`config.mk`:
```
export PLATFORM = sky130hd
export DESIGN_NAME = simon_pattern_player
export DESIGN_NICKNAME = d
export VERILOG_FILES = /design/src/rtl/simon_pkg.sv /design/src/rtl/simon_cycle_timer.sv /design/src/rtl/simon_pattern_player.sv
export SDC_FILE = /design/constraint.sdc
export NUM_CORES = 1
export LEC_CHECK = 0
export CAP_MARGIN = 5
export CELL_PAD_IN_SITES_DETAIL_PLACEMENT = 0
export CELL_PAD_IN_SITES_GLOBAL_PLACEMENT = 1
export CORE_ASPECT_RATIO = 0.9
export CORE_MARGIN = 5
export CORE_UTILIZATION = 45
export CTS_CLUSTER_DIAMETER = 50
export CTS_CLUSTER_SIZE = 24
export DETAILED_ROUTE_END_ITERATION = 6
export HOLD_SLACK_MARGIN = 0.05
export PLACE_DENSITY = 0.8
export SYNTH_ARGS = -nofsm -noshare
export SYNTH_HDL_FRONTEND = slang
export SYNTH_SLANG_ARGS = --single-unit
export TNS_END_PERCENT = 1
```
`constraint.sdc`:
```
create_clock -name clk -period 5 [get_ports clk]
set_clock_uncertainty 0.05 [all_clocks]
set_input_delay 0.75 -clock clk [delete_from_list [all_inputs] [get_ports clk]]
set_output_delay 0.75 -clock clk [all_outputs]
set_load 0.03 [all_outputs]
```
`src/rtl/simon_pkg.sv`:
```
`default_nettype none
// ============================================================================
//  Module   : simon_pkg
//  Purpose  : Shared types and constants for the Simon pattern player.
//  Revision : 1.0  initial release
// ============================================================================
package simon_pkg;

    // Player sequencing states
    typedef enum logic [2:0] {
        IDLE   = 3'd0,
        FETCH  = 3'd1,
        LATCH  = 3'd2,
        ON     = 3'd3,
        GAP    = 3'd4,
        FINISH = 3'd5
    } player_state_t;

    // One colour symbol as stored in the sequence RAM
    typedef logic [1:0] colour_t;

    // All LEDs dark (active-low drive)
    localparam logic [3:0] LED_OFF_N = 4'b1111;

endpackage
`default_nettype wire

```
`src/rtl/simon_cycle_timer.sv`:
```
`default_nettype none
// ============================================================================
//  Module   : simon_cycle_timer
//  Purpose  : Loadable down-counter with a zero flag. Load has priority over
//             counting; the count holds at zero instead of wrapping.
//  Revision : 1.0  initial release
// ============================================================================
module simon_cycle_timer #(
    parameter int WIDTH = 8
) (
    input  logic             clk,
    input  logic             rst_n,
    input  logic             load_i,
    input  logic [WIDTH-1:0] load_val_i,
    input  logic             en_i,
    output logic             zero_o
);

    logic [WIDTH-1:0] count_q;

    // Load a new terminal count or step down towards zero
    always_ff @(posedge clk or negedge rst_n) begin
        if (!rst_n) begin
            count_q <= '0;
        end else if (load_i) begin
            count_q <= load_val_i;
        end else if (en_i && (count_q != '0)) begin
            count_q <= count_q - WIDTH'(1);
        end
    end

    assign zero_o = (count_q == '0);

endmodule
`default_nettype wire

```
`src/rtl/simon_pattern_player.sv`:
```
`default_nettype none
// ============================================================================
//  Module   : simon_pattern_player
//  Purpose  : Plays a stored colour sequence on the four game LEDs, one
//             symbol per ON_CYCLES lit period followed by OFF_CYCLES blank.
//             Optional macro SIMON_PLAYER_TONE_EN adds a per-colour tone.
//  Revision : 1.0  initial release
// ============================================================================
module simon_pattern_player
    import simon_pkg::*;
#(
    parameter int ON_CYCLES  = 25_000_000,
    parameter int OFF_CYCLES = 12_500_000,
    parameter int MAX_LEN    = 32,
    parameter int ADDR_W     = 5,
    parameter int LEN_W      = 6
`ifdef SIMON_PLAYER_TONE_EN
    ,
    parameter int TONE_BASE  = 50_000
`endif
) (
    input  logic              clk,
    input  logic              rst_n,
    input  logic              start_i,
    input  logic              abort_i,
    input  logic [LEN_W-1:0]  len_i,
    output logic [ADDR_W-1:0] rd_addr_o,
    input  logic [1:0]        rd_data_i,
    output logic [3:0]        led_n_o,
    output logic              busy_o,
    output logic              done_o
`ifdef SIMON_PLAYER_TONE_EN
    ,
    output logic              tone_o
`endif
);

    localparam int CMAX  = (ON_CYCLES > OFF_CYCLES) ? ON_CYCLES : OFF_CYCLES;
    localparam int TMR_W = (CMAX > 1) ? $clog2(CMAX) : 1;

    player_state_t     state_q, state_d;
    logic [ADDR_W-1:0] idx_q, idx_d;
    logic [LEN_W-1:0]  len_q, len_d;
    colour_t           sym_q, sym_d;
    logic [ADDR_W-1:0] rd_addr_q, rd_addr_d;
    logic [3:0]        led_n_q, led_n_d;
    logic              busy_q, busy_d;
    logic              done_q, done_d;

    logic              tmr_load;
    logic [TMR_W-1:0]  tmr_val;
    logic              tmr_zero;
    logic [LEN_W-1:0]  len_clamped;

    assign len_clamped = (len_i > LEN_W'(MAX_LEN)) ? LEN_W'(MAX_LEN) : len_i;

    // Next-state sequencing; outputs are derived from the next state so they register cleanly
    always_comb begin
        state_d  = state_q;
        idx_d    = idx_q;
        len_d    = len_q;
        sym_d    = sym_q;
        tmr_load = 1'b0;
        tmr_val  = '0;

        case (state_q)
            IDLE: begin
                if (start_i) begin
                    len_d   = len_clamped;
                    idx_d   = '0;
                    state_d = (len_clamped == '0) ? FINISH : FETCH;
                end
            end
            FETCH: state_d = LATCH;
            LATCH: begin
                sym_d    = rd_data_i;
                tmr_load = 1'b1;
                tmr_val  = TMR_W'(ON_CYCLES - 1);
                state_d  = ON;
            end
            ON: begin
                if (tmr_zero) begin
                    tmr_load = 1'b1;
                    tmr_val  = TMR_W'(OFF_CYCLES - 1);
                    state_d  = GAP;
                end
            end
            GAP: begin
                if (tmr_zero) begin
                    if (LEN_W'(idx_q) == (len_q - LEN_W'(1))) begin
                        state_d = FINISH;
                    end else begin
                        idx_d   = idx_q + ADDR_W'(1);
                        state_d = FETCH;
                    end
                end
            end
            FINISH:  state_d = IDLE;
            default: state_d = IDLE;
        endcase

        // Abort overrides everything outside IDLE, including a timer expiry
        if (abort_i && (state_q != IDLE)) begin
            state_d  = IDLE;
            tmr_load = 1'b1;
            tmr_val  = '0;
        end

        busy_d    = (state_d == FETCH) || (state_d == LATCH) ||
                    (state_d == ON)    || (state_d == GAP);
        done_d    = (state_d == FINISH);
        led_n_d   = (state_d == ON) ? ~(4'b0001 << sym_d) : LED_OFF_N;
        rd_addr_d = (state_d == FETCH) ? idx_d : rd_addr_q;
    end

    // State and registered-output storage
    always_ff @(posedge clk or negedge rst_n) begin
        if (!rst_n) begin
            state_q   <= IDLE;
            idx_q     <= '0;
            len_q     <= '0;
            sym_q     <= '0;
            rd_addr_q <= '0;
            led_n_q   <= LED_OFF_N;
            busy_q    <= 1'b0;
            done_q    <= 1'b0;
        end else begin
            state_q   <= state_d;
            idx_q     <= idx_d;
            len_q     <= len_d;
            sym_q     <= sym_d;
            rd_addr_q <= rd_addr_d;
            led_n_q   <= led_n_d;
            busy_q    <= busy_d;
            done_q    <= done_d;
        end
    end

    simon_cycle_timer #(
        .WIDTH (TMR_W)
    ) u_phase_timer (
        .clk        (clk),
        .rst_n      (rst_n),
        .load_i     (tmr_load),
        .load_val_i (tmr_val),
        .en_i       ((state_q == ON) || (state_q == GAP)),
        .zero_o     (tmr_zero)
    );

    assign rd_addr_o = rd_addr_q;
    assign led_n_o   = led_n_q;
    assign busy_o    = busy_q;
    assign done_o    = done_q;

`ifdef SIMON_PLAYER_TONE_EN
    localparam int TONE_W = $clog2(TONE_BASE * 4);

    logic              tone_q, tone_d;
    logic              tone_load;
    logic [TONE_W-1:0] tone_val;
    logic              tone_zero;

    // Half-period divider: restarts on ON entry, toggles the tone each time it expires
    always_comb begin
        tone_d    = tone_q;
        tone_load = 1'b0;
        tone_val  = '0;
        if (state_d != ON) begin
            tone_d = 1'b0;
        end else if (state_q == LATCH) begin
            tone_d    = 1'b0;
            tone_load = 1'b1;
            tone_val  = TONE_W'(TONE_BASE * (int'(rd_data_i) + 1) - 1);
        end else if (tone_zero) begin
            tone_d    = ~tone_q;
            tone_load = 1'b1;
            tone_val  = TONE_W'(TONE_BASE * (int'(sym_q) + 1) - 1);
        end
    end

    // Tone output register
    always_ff @(posedge clk or negedge rst_n) begin
        if (!rst_n) begin
            tone_q <= 1'b0;
        end else begin
            tone_q <= tone_d;
        end
    end

    simon_cycle_timer #(
        .WIDTH (TONE_W)
    ) u_tone_div (
        .clk        (clk),
        .rst_n      (rst_n),
        .load_i     (tone_load),
        .load_val_i (tone_val),
        .en_i       (state_q == ON),
        .zero_o     (tone_zero)
    );

    assign tone_o = tone_q;
`endif

endmodule
`default_nettype wire

```
# Yosys cells after proc, flatten, opt, wreduce, memory -nomap -nowiden
# Index checks and enable logic that the tools add are counted.
# word_totals
ff_bits	52
# op_classes
eq_ne	10
shifts	1
n_mux	22
n_reduce_logical	13
add_sub_neg	3
bitwise_logic	1
n_lt_le_gt_ge	1
# op_table
operator	count
25-bit 2-to-1 mux	3
25-bit case mux with 2 select lines	1
25-bit zero test	1
25-bit nonzero test	1
25-bit by 1-bit subtractor with 25-bit output (second input constant)	1
24-bit 2-to-1 mux	1
3-bit 2-to-1 mux	6
5-bit 2-to-1 mux	3
3-bit case mux with 5 select lines	1
3-bit by 2-bit == test with 1-bit output (second input constant)	4
5-bit case mux with 2 select lines	1
3-bit == test (second input constant)	3
3-bit by 1-bit == test with 1-bit output (second input constant)	2
5-bit by 6-bit == test with 1-bit output	1
6-bit greater-than comparator (second input constant)	1
6-bit zero test	1
6-bit 2-to-1 mux	1
6-bit by 1-bit subtractor with 6-bit output (second input constant)	1
5-bit by 1-bit adder with 5-bit output (second input constant)	1
1-bit logical OR	4
4-bit 2-to-1 mux	1
4-bit NOT	1
1-bit by 2-bit left shift with 4-bit output (first input constant)	1
3-bit zero test	1
7 further kinds	9

# Logic depth before layout (Yosys ltp)
# Gate-level depths: netlist of the first run.
# logic_depth
word_depth	11
ltp_mapped	9
ltp_nobuf	8

# By module
# Synthesis of the first run repeated with hierarchy kept, for this count alone.
# unflattened
hier_cells	303
area_unflattened_um2	2979.1
# by_module_without_submodules
mod	n_inst	seq_area_each_um2	area_per_inst_um2	cells_each
simon_cycle_timer	1	625.6	1555.2	162
simon_pattern_player	1	680.7	1423.9	141

# Worst setup path after synthesis of the first run
# Ideal clock, no wire load.
# synth_path
path_type	flip-flop to flip-flop
startpoint	reg u_phase_timer.count_q[0]
endpoint	reg rd_addr_q[0], in the netlist rd_addr_o[0]
path_slack_ns	2.596
arrival_time_ns	2.229
setup_ns	0.125
stages_incl_launch_ff	9
path_buffers	0
cell_sequence	dfrtp_1 inv_1 ha_1 nor3b_2 nand4_4 nor4b_4 nand3_2 o22ai_4 mux2_4
# synth_via
elab_chain_len	5
elab_cells_between_ends	8
# synth_rtl
item	line	source
from (decl)	simon_cycle_timer.sv:19	logic [WIDTH-1:0] count_q;
from (signal assigned)	simon_cycle_timer.sv:26	count_q <= load_val_i;
from (signal assigned)	simon_cycle_timer.sv:28	count_q <= count_q - WIDTH'(1);
25-bit zero test (*)	simon_cycle_timer.sv:32	assign zero_o = (count_q == '0);
3-bit 2-to-1 mux (on tied branches)	simon_pattern_player.sv:89, simon_pattern_player.sv:82	
3-bit case mux with 5 select lines	simon_pattern_player.sv:66	case (state_q)
3-bit 2-to-1 mux	simon_pattern_player.sv:103	if (abort_i && (state_q != IDLE)) begin
3-bit by 1-bit == test with 1-bit output	simon_pattern_player.sv:113	rd_addr_d = (state_d == FETCH) ? idx_d : rd_addr_q;
to (signal assigned)	simon_pattern_player.sv:132	rd_addr_q <= rd_addr_d;
to (decl)	simon_pattern_player.sv:45	logic [ADDR_W-1:0] rd_addr_q, rd_addr_d;
# Mark *: on every way between the ends. The rest lies on a longest branch, timed or not.
# A chain may end at the register's enable or synchronous reset.

# Worst setup path in the final report of the first run
# layout_path
startpoint	reg u_phase_timer.count_q[0]
endpoint	reg busy_q, in the netlist busy_o
# layout_via
elab_chain_len	8
elab_cells_between_ends	12
# layout_rtl
item	line	source
25-bit zero test (*)	simon_cycle_timer.sv:32	
3-bit 2-to-1 mux (on tied branches)	simon_pattern_player.sv:89, simon_pattern_player.sv:82	
3-bit case mux with 5 select lines (*)	simon_pattern_player.sv:66	
3-bit 2-to-1 mux (*)	simon_pattern_player.sv:103	
3-bit by 1-bit == test with 1-bit output / 3-bit by 2-bit == test with 1-bit output (equally long branches)	simon_pattern_player.sv:109	busy_d = (state_d == FETCH) || (state_d == LATCH) ||
1-bit logical OR (2 in series)	simon_pattern_player.sv:109	
1-bit logical OR (*)	simon_pattern_player.sv:110	(state_d == ON) || (state_d == GAP);
net busy_d	simon_pattern_player.sv:47	logic busy_q, busy_d;
to (signal assigned)	simon_pattern_player.sv:134	busy_q <= busy_d;
to (decl)	simon_pattern_player.sv:47	
# Mark *: on every way through the listed nets, which the timed path passes. The rest lies on a longest branch.

==> results.md, run 1 <==
Synth:
- The number of enable-type register cells in the synthesized netlist is 0.
- Synthesis inferred 52 register bits.
- The post-synthesis instance area is 0.00301 mm^2.
- The cell with the most instances after synthesis is sky130_fd_sc_hd__dfrtp_1.
- The portion of the post-synthesis area used by sequential elements is 0.434.
- Of all flip-flops after synthesis, the portion carrying an async set or reset was 1.00.
- The number of warnings reported in the yosys synthesis log is 0.
- Synthesis produced ~320 cells.
- In this run, distinct cell masters in the synthesized netlist total 62.
- The top flip-flop cell by instance count after synthesis is sky130_fd_sc_hd__dfrtp_1.
- The cell type with the highest aggregate area in the netlist is sky130_fd_sc_hd__dfrtp_1.
- Of the post-synthesis cell area, the dominant cell type holds 0.400.
- Sorting the synthesized cells by area gives the leading types as sky130_fd_sc_hd__dfrtp_1, sky130_fd_sc_hd__a21oi_1, sky130_fd_sc_hd__dfstp_2, sky130_fd_sc_hd__nand2_1, sky130_fd_sc_hd__nor2_1.
- When the netlist entered floorplanning its net count stood at between 300 and 400.
- A synthesized cell averages 9.48 um^2.
- In the synthesized netlist, the cells that appear most often are sky130_fd_sc_hd__dfrtp_1, sky130_fd_sc_hd__nand2_1, sky130_fd_sc_hd__a21oi_1, sky130_fd_sc_hd__nor2_1, sky130_fd_sc_hd__inv_1.

Status:
- The flow ran to the end, and the final reports show no timing, DRC or antenna violations.

Routing:
- The detail-routed net length per standard cell is approximately 15 um.
- The first TritonRoute pass finished after 4 iterations.
- In this run the remaining antenna-violating nets after routing total 0.
- The routed design has 6450 um of wire.
- The number of DRC violations after detailed routing is 0.
- The first routing iteration left approximately 130 violations.
- The number of vias per cell after detailed routing is approximately 5.5.
- The count of vias placed by the detailed router is 2,362.

Hold path:
- The class of the most critical hold timing path is flip-flop to flip-flop.

Clock network:
- TritonCTS built the clock tree.
- The cell sitting at the root of the clock tree is a sky130_fd_sc_hd__clkbuf_8.
- The setup fix buffers added after clock tree synthesis is 0.
- For the worst-skew pair, the clock arrives at the later sink with an insertion delay of just over 0.3 ns.
- The clock sink total is between 50 and 60.
- The total CTS buffers is 5.
- The clock tree synthesis step divided the H-tree into 2 levels.
- The clock passes through at most 2 buffers.
- After clock tree synthesis, the repair step resized 0 gates.
- The hold-fix buffer count after cts is 0.
- Clock-pin slew was measured on the worst setup and hold paths at 0.09 ns.

Placed design:
- The count of buffers from port buffering is 22.
- The congestion estimate from routability-driven global placement came to approximately 0.82.
- Detailed placement finished with a half-perimeter wire length of 4630 um.

Global route:
- The first-pass GRT wire length is between 10,000 and 15,000 um.
- The number of antenna violations at the first check in global routing came to 0.
- The maximum number of pins on one net before global-route repair is between 50 and 60.
- The overflow left after global routing is 0.
- The number of global-route vias before repair was 2,261.
- The global-route usage over all layers is 0.167.

Worst setup path:
- The worst setup path is launched from a flip-flop.
- The slowest cell on the critical path is sky130_fd_sc_hd__nor3b_1.
- The critical path goes through inv_1, ha_1, nor3b_2, nand4_1, nor3_4, nor3b_1, a211oi_2, xor2_1.
- The highest cell delay on the worst timing path is around 0.57 ns.
- STA puts the critical path data required time at 5.13 ns.
- Of all nets on the critical path, the largest fanout is 15.
- The data arrival time of the worst path is between 3 and 4 ns.
- The worst setup path is captured at a flip-flop.
- The largest delay contributor family on the critical path is simple AND/OR/NAND/NOR gates.
- The buffers plus inverters on the worst setup path is 1.
- The critical path is of the flip-flop to flip-flop type.

Floorplan:
- The number of placement rows is 28.
- The die is between 90 and 100 um wide.
- The overall die area is about 0.0084 mm^2.
- The initial utilization of the core area, before any placement, comes to 0.459.
- During I/O placement, the number of pins put on the boundary was 23.
- The die is around 88 um tall.
- The area of the placeable core is roughly 0.0066 mm^2.

Pwr:
- The power per unit of standard cell area is between 300 and 400 mW/mm^2.
- The leakage power is approximately 1.4 nW.
- VDD sags by at most roughly 0.00011 V.
- After layout, the design draws a total of 0.00126 W.

Cells and area:
- The synthesis-to-finish area growth is 12.4%.
- The number of antenna cells inserted is 0.
- For this run, the post-layout net count is about 350.
- The fraction of layout instances using a drive strength above 1 is 0.125.
- The utilization of the core after routing is 0.516.

STA:
- Setup repair after global routing left no endpoint under its margin.
- The worst path needs approximately 3 ns of the cycle, external delays included.
- Derived from the worst setup path, the maximum achievable clock frequency is between 300 and 400 MHz.
- The final max-slew violation count is 0.
- Dividing the final minimum period by the clock period gives 0.585.
- The final hold violation count came to 0.
- At the pin with the least slew margin, the transition time is between 0.6 and 0.7 ns.
- The number of endpoints failing setup at the final stage is 0.
- Headroom to the max-slew limit came out at 0.558.
- The setup total negative slack is 0 ns.

Flow run:
- The max-cap violation count is 0.
==> final timing paths <==
kind	end	slack (ns)	start	depth (start not counted)
min reg2reg	rd_addr_o[2]	0.47	rd_addr_o[2]	1
max	busy_o	2.08	u_phase_timer.count_q[0]	8
max reg2reg	busy_o	2.08	u_phase_timer.count_q[0]	8
min in group asynchronous	u_phase_timer.count_q[19]	0.49	rst_n	2
max in group asynchronous	u_phase_timer.count_q[4]	3.95	rst_n	2
min	rd_addr_o[2]	0.47	rd_addr_o[2]	1
==> cells by family (layout without fill, tap and decap cells) <==
logic type      count (synthesis)  after routing  share of synthesized area
compound gates                 81             81                      0.182
xor+xnor                       11             11                     0.0320
fa+ha+maj                       3              3                     0.0125
buf+inv                        32             52                     0.0474
flops                          52             52                      0.434
mux                            12             12                     0.0487
simple gates                  126            126                      0.243
==> layout by cell type (no fill, tap or decap), drive strengths merged, types with 8 or more instances in the layout <==
master          n
dfrtp          48
nor2           26
clkdlybuf4s50  21
a21oi          26
nor3           19
nand2          28
inv            20
nor4            8
nand3          10
o21ai          18
==> cell type report <==
| type | instances | area [um^2] |
|---|---|---|
| inverter | 20 | 75.1 |
| sequential | 52 | 1310 |
| clock buffer | 6 | 82.6 |
| timing repair buffer | 24 | 230 |
| tap | 90 | 113 |
| clock inverter | 2 | 15.0 |
| fill | 608 | 3170 |
| multi-input combinational | 233 | 1560 |
==> layer usage <==
layer	global-route usage	up-vias	wire length [um]
met5	0	-	0
met4	0.0310	0	34
met3	0.0301	4	231
met2	0.262	39	2970
met1	0.245	1140	3210
li1	-	1179	-
==> sequential cells by signal, summed over array words and instances (netlist names) <==
signal	count
rd_addr_o	5
busy_o	1
state_q	3
sym_q	2
len_q	6
done_o	1
led_n_o	4
idx_q	5
u_phase_timer.count_q	25
==> worst register-to-register path, cell delays in order (launching register included) <==
cell	delay [ns]
sky130_fd_sc_hd__dfrtp_1	0.40
sky130_fd_sc_hd__inv_1	0.10
sky130_fd_sc_hd__ha_1	0.18
sky130_fd_sc_hd__nor3b_2	0.42
sky130_fd_sc_hd__nand4_1	0.25
sky130_fd_sc_hd__nor3_4	0.50
sky130_fd_sc_hd__nor3b_1	0.57
sky130_fd_sc_hd__a211oi_2	0.14
sky130_fd_sc_hd__xor2_1	0.19
==> per-stage QoR <==
step	hold slack (ns)	cell area, um^2	std cells	setup WS [ns]
global placement	0.447	3280	419	2.21
global route	0.503	3380	427	1.76
floorplan	0.404	3010	317	2.60
CTS	0.479	3380	427	2.04
finish	0.469	3380	427	2.08
detailed placement	0.445	3280	419	2.07
==> power by group <==
part / internal, W / switching, W / total (W)
sequential: 0.000514 / 0.000106 / 0.000620
combinational: 0.000162 / 0.000225 / 0.000386
clock: 0.000112 / 0.000140 / 0.000253
Note: power is estimated with default switching activity, not from simulation.
==> run 2, diff against run 1 <==
==> constraint.sdc (replaced) <==
create_clock -name clk -period 2.85 [get_ports clk]
set_clock_uncertainty 0.05 [all_clocks]
set_input_delay 0.4275 -clock clk [delete_from_list [all_inputs] [get_ports clk]]
set_output_delay 0.4275 -clock clk [all_outputs]
set_load 0.03 [all_outputs]
==> results.md, run 2 (same netlist as run 1, synthesis figures left out) <==
Clock network:
- The total CTS buffers is 5.
- The buffer cell driving the clock tree root is sky130_fd_sc_hd__clkbuf_8.
- The TritonCTS clock tree is built.
- Hold repair after CTS inserted 0 buffers.
- In this run the number of H-tree levels came out at 2.
- The clock input transition at the sequential cells of the worst setup and hold paths is approximately 0.1 ns.
- The clock sink total is 52.
- The clock latency on the worst-skew pair is roughly 0.3 ns.
- In this run the deepest clock path goes through 2 buffers.

Cells and area:
- The area of the multi-input gates is between 0.0015 and 0.002 mm^2.
- The register with the most flip-flops in the layout has 25 of them.
- Compared with the post-synthesis result, the final layout area differs by 16.7%.
- Counting the fill cells in the layout gives around 610.
- The largest registers in the layout are u_phase_timer.count_q x25, len_q x6.
- In the layout the commonest cells are sky130_fd_sc_hd__dfrtp_1, sky130_fd_sc_hd__nand2_1, sky130_fd_sc_hd__nor2_1, sky130_fd_sc_hd__a21oi_1, sky130_fd_sc_hd__clkdlybuf4s50_1.
- The count of placed standard cells in the final layout, fillers left out is around 440.
- The register containing the most flip-flops in the final layout is u_phase_timer.count_q.
- The net count of the finished layout is 362.
- The fraction of layout instances using a drive strength above 1 is 0.152.
- The most common library cell in the layout ignoring fill and taps is sky130_fd_sc_hd__dfrtp_1.
- The sequential cell area is 0.00131 mm^2.
- The number of antenna cells inserted is 0.

Worst setup path:
- The element type at the critical path end is a flip-flop.
- The largest single stage delay on the critical path is 0.40 ns.
- For flop-to-flop paths, the worst setup slack is roughly 0.24 ns.
- The critical path goes through inv_1, ha_1, nor3b_4, nand4_4, nor4b_4, nand3_2, o22ai_4, mux2_4.
- The class of the most critical setup path is flip-flop to flip-flop.
- Among all stages on the critical path, the largest delay is contributed by sky130_fd_sc_hd__dfrtp_1.
- The data arrival time of the worst path is between 2 and 3 ns.
- Together, buffers and inverters on the worst path number 1.
- The largest fanout of any net on the critical path is 8.
- The worst setup path is launched from a flip-flop.
- For the worst setup path, the data required time is 2.98 ns.
- The largest delay contributor family on the critical path is simple AND/OR/NAND/NOR gates.

Global route:
- The maximum number of pins on one net before global-route repair is 53.
- The global-route usage over all layers is 0.168.
- The overflow left after global routing is 0.
- The number of global-route vias before repair came to around 2,300.
- The number of antenna violations at the first check in global routing is 0.
- The first-pass GRT wire length is between 10,000 and 15,000 um.

STA:
- In the finished design, the share of the clock period the worst path needs comes to 0.914.
- Counting I/O delays and the setup requirement, the final critical path takes ~2.6 ns.
- The number of endpoints failing setup at the final stage is 0.
- The normalized max-slew margin is 0.566.
- The actual slew at the worst max-slew pin is around 0.65 ns.
- The final hold violation count is 0.
- The final max-slew violation count was 0.
- Static timing analysis puts the maximum clock frequency at roughly 380 MHz.
- In the final timing run, aggregate negative setup slack is 0 ns.

Pwr:
- Cell internal power was estimated by the tool at 0.00153 W.
- Of the total power, combinational logic draws 0.309.
- The switching power is ~0.00083 W.
- Power spread over the standard cell area amounts to a little under 700 mW/mm^2.
- The worst supply voltage drop on vdd is 0.000287 V.
- The leakage power is 1.50 nW.
- The share of total power dissipated in the clock network is 0.231.
- The share of total power dissipated in sequential elements is 0.461.
- Of the total power, the share spent switching nets is 0.353.

Routing:
- The number of DRC violations after detailed routing is 0.
- The length of the first detailed-routing pass in iterations is 4.
- The detail-routed net length per standard cell is ~15 um.
- The detailed router finished its first iteration with roughly 110 violations.
- The count of nets left with antenna violations once routing finished came out at 0.
- The number of vias per cell after detailed routing is 5.40.
- The routed layout has ~2,400 vias.
- The total wirelength of the detailed-routed design is between 6000 and 7000 um.

Floorplan:
- The number of placement rows is 28.
- The overall die width is around 96 um.
- The initial standard-cell utilization of the core is 0.459.
- The area of the placeable core is approximately 0.0066 mm^2.
- From bottom edge to top edge, the die measures between 80 and 90 um.
- The number of top-level design ports is 23.
- The die covers 0.00842 mm^2.

Placed design:
- The total instance count after detailed placement is roughly 430.
- The half-perimeter wire length after detailed placement is about 4800 um.
- Routability-driven placement finished with a final weighted congestion of around 0.8.
- The count of buffers from port buffering is 22.

Hold path:
- The class of the most critical hold timing path is input pin to asynchronous set/reset pin.

Status:
- The run finished with clean final reports.

Flow run:
- The max-cap violation count is 0.
[run 2: cell count changes in the layout (fill, tap and decap cells not counted)]
cell,previous run,this run
sky130_fd_sc_hd__buf_12,0,1
sky130_fd_sc_hd__buf_4,2,12
sky130_fd_sc_hd__nor3b_2,2,1
sky130_fd_sc_hd__clkinvlp_4,2,0
sky130_fd_sc_hd__clkbuf_8,6,7
sky130_fd_sc_hd__bufinv_16,0,1
sky130_fd_sc_hd__nor3b_4,0,1
[run 2: cell type report]
class                      count  share of cell area
clock buffer                   7              0.0275
clock inverter                 1             0.00856
inverter                      20              0.0214
multi-input combinational    233               0.446
sequential                    52               0.372
tap                           90              0.0321
timing repair buffer          35              0.0927
[run 2: what timing repair did]
item	in CTS	in global routing
gates resized for setup	0	1
buffers inserted	0	2
endpoints found under the setup margin	0	5
[run 2: path summary, 6_finish.rpt]
path	startpoint	to	cells after the start
max reg2reg	u_phase_timer.count_q[0]	rd_addr_o[1]	8
min in group clk	idx_q[4]	idx_q[4]	1
min	rst_n	u_phase_timer.count_q[19]	2
max in group asynchronous	rst_n	idx_q[1]	2
min reg2reg	idx_q[4]	idx_q[4]	1
max	u_phase_timer.count_q[0]	rd_addr_o[1]	8
[run 2: worst register-to-register path: stages, from the launching register on]
cell                      delay [ns]
sky130_fd_sc_hd__dfrtp_1        0.40
sky130_fd_sc_hd__inv_1          0.09
sky130_fd_sc_hd__ha_1           0.18
sky130_fd_sc_hd__nor3b_4        0.34
sky130_fd_sc_hd__nand4_4        0.23
sky130_fd_sc_hd__nor4b_4        0.40
sky130_fd_sc_hd__nand3_2        0.16
sky130_fd_sc_hd__o22ai_4        0.31
sky130_fd_sc_hd__mux2_4         0.34
[run 2: metrics by stage]
stage | power [W] | util | area, um^2 | worst slack [ns] | hold slack (ns)
6_report | 0.00236 | 0.536 | 3510 | 0.245 | 0.171
2_1_floorplan | 0.00159 | - | 3010 | 0.446 | 0.0819
5_1_grt | 0.00253 | 0.536 | 3510 | -0.0000873 | 0.237
3_5_place_dp | 0.00182 | 0.513 | 3360 | 0.144 | 0.443
3_3_place_gp | 0.00180 | 0.513 | 3360 | 0.260 | 0.450
4_1_cts | 0.00237 | 0.532 | 3490 | 0.125 | 0.204
[run 2: power groups by stage]
stage          Clock (W)  Combinational, W  Sequential (W)
2_1_floorplan          0          0.000527         0.00106
3_3_place_gp           0          0.000708         0.00110
3_5_place_dp           0          0.000724         0.00110
4_1_cts         0.000560          0.000726         0.00108
5_1_grt         0.000597          0.000817         0.00112
6_report        0.000545          0.000730         0.00109
[run 2: routing by layer]
| metal | part of all wire | track usage | wire (um) |
|---|---|---|---|
| met5 | 0 | 0 | 0 |
| met4 | 0.0032 | 0.0375 | 21 |
| met3 | 0.027 | 0.0292 | 173 |
| met2 | 0.43 | 0.251 | 2810 |
| met1 | 0.54 | 0.255 | 3500 |
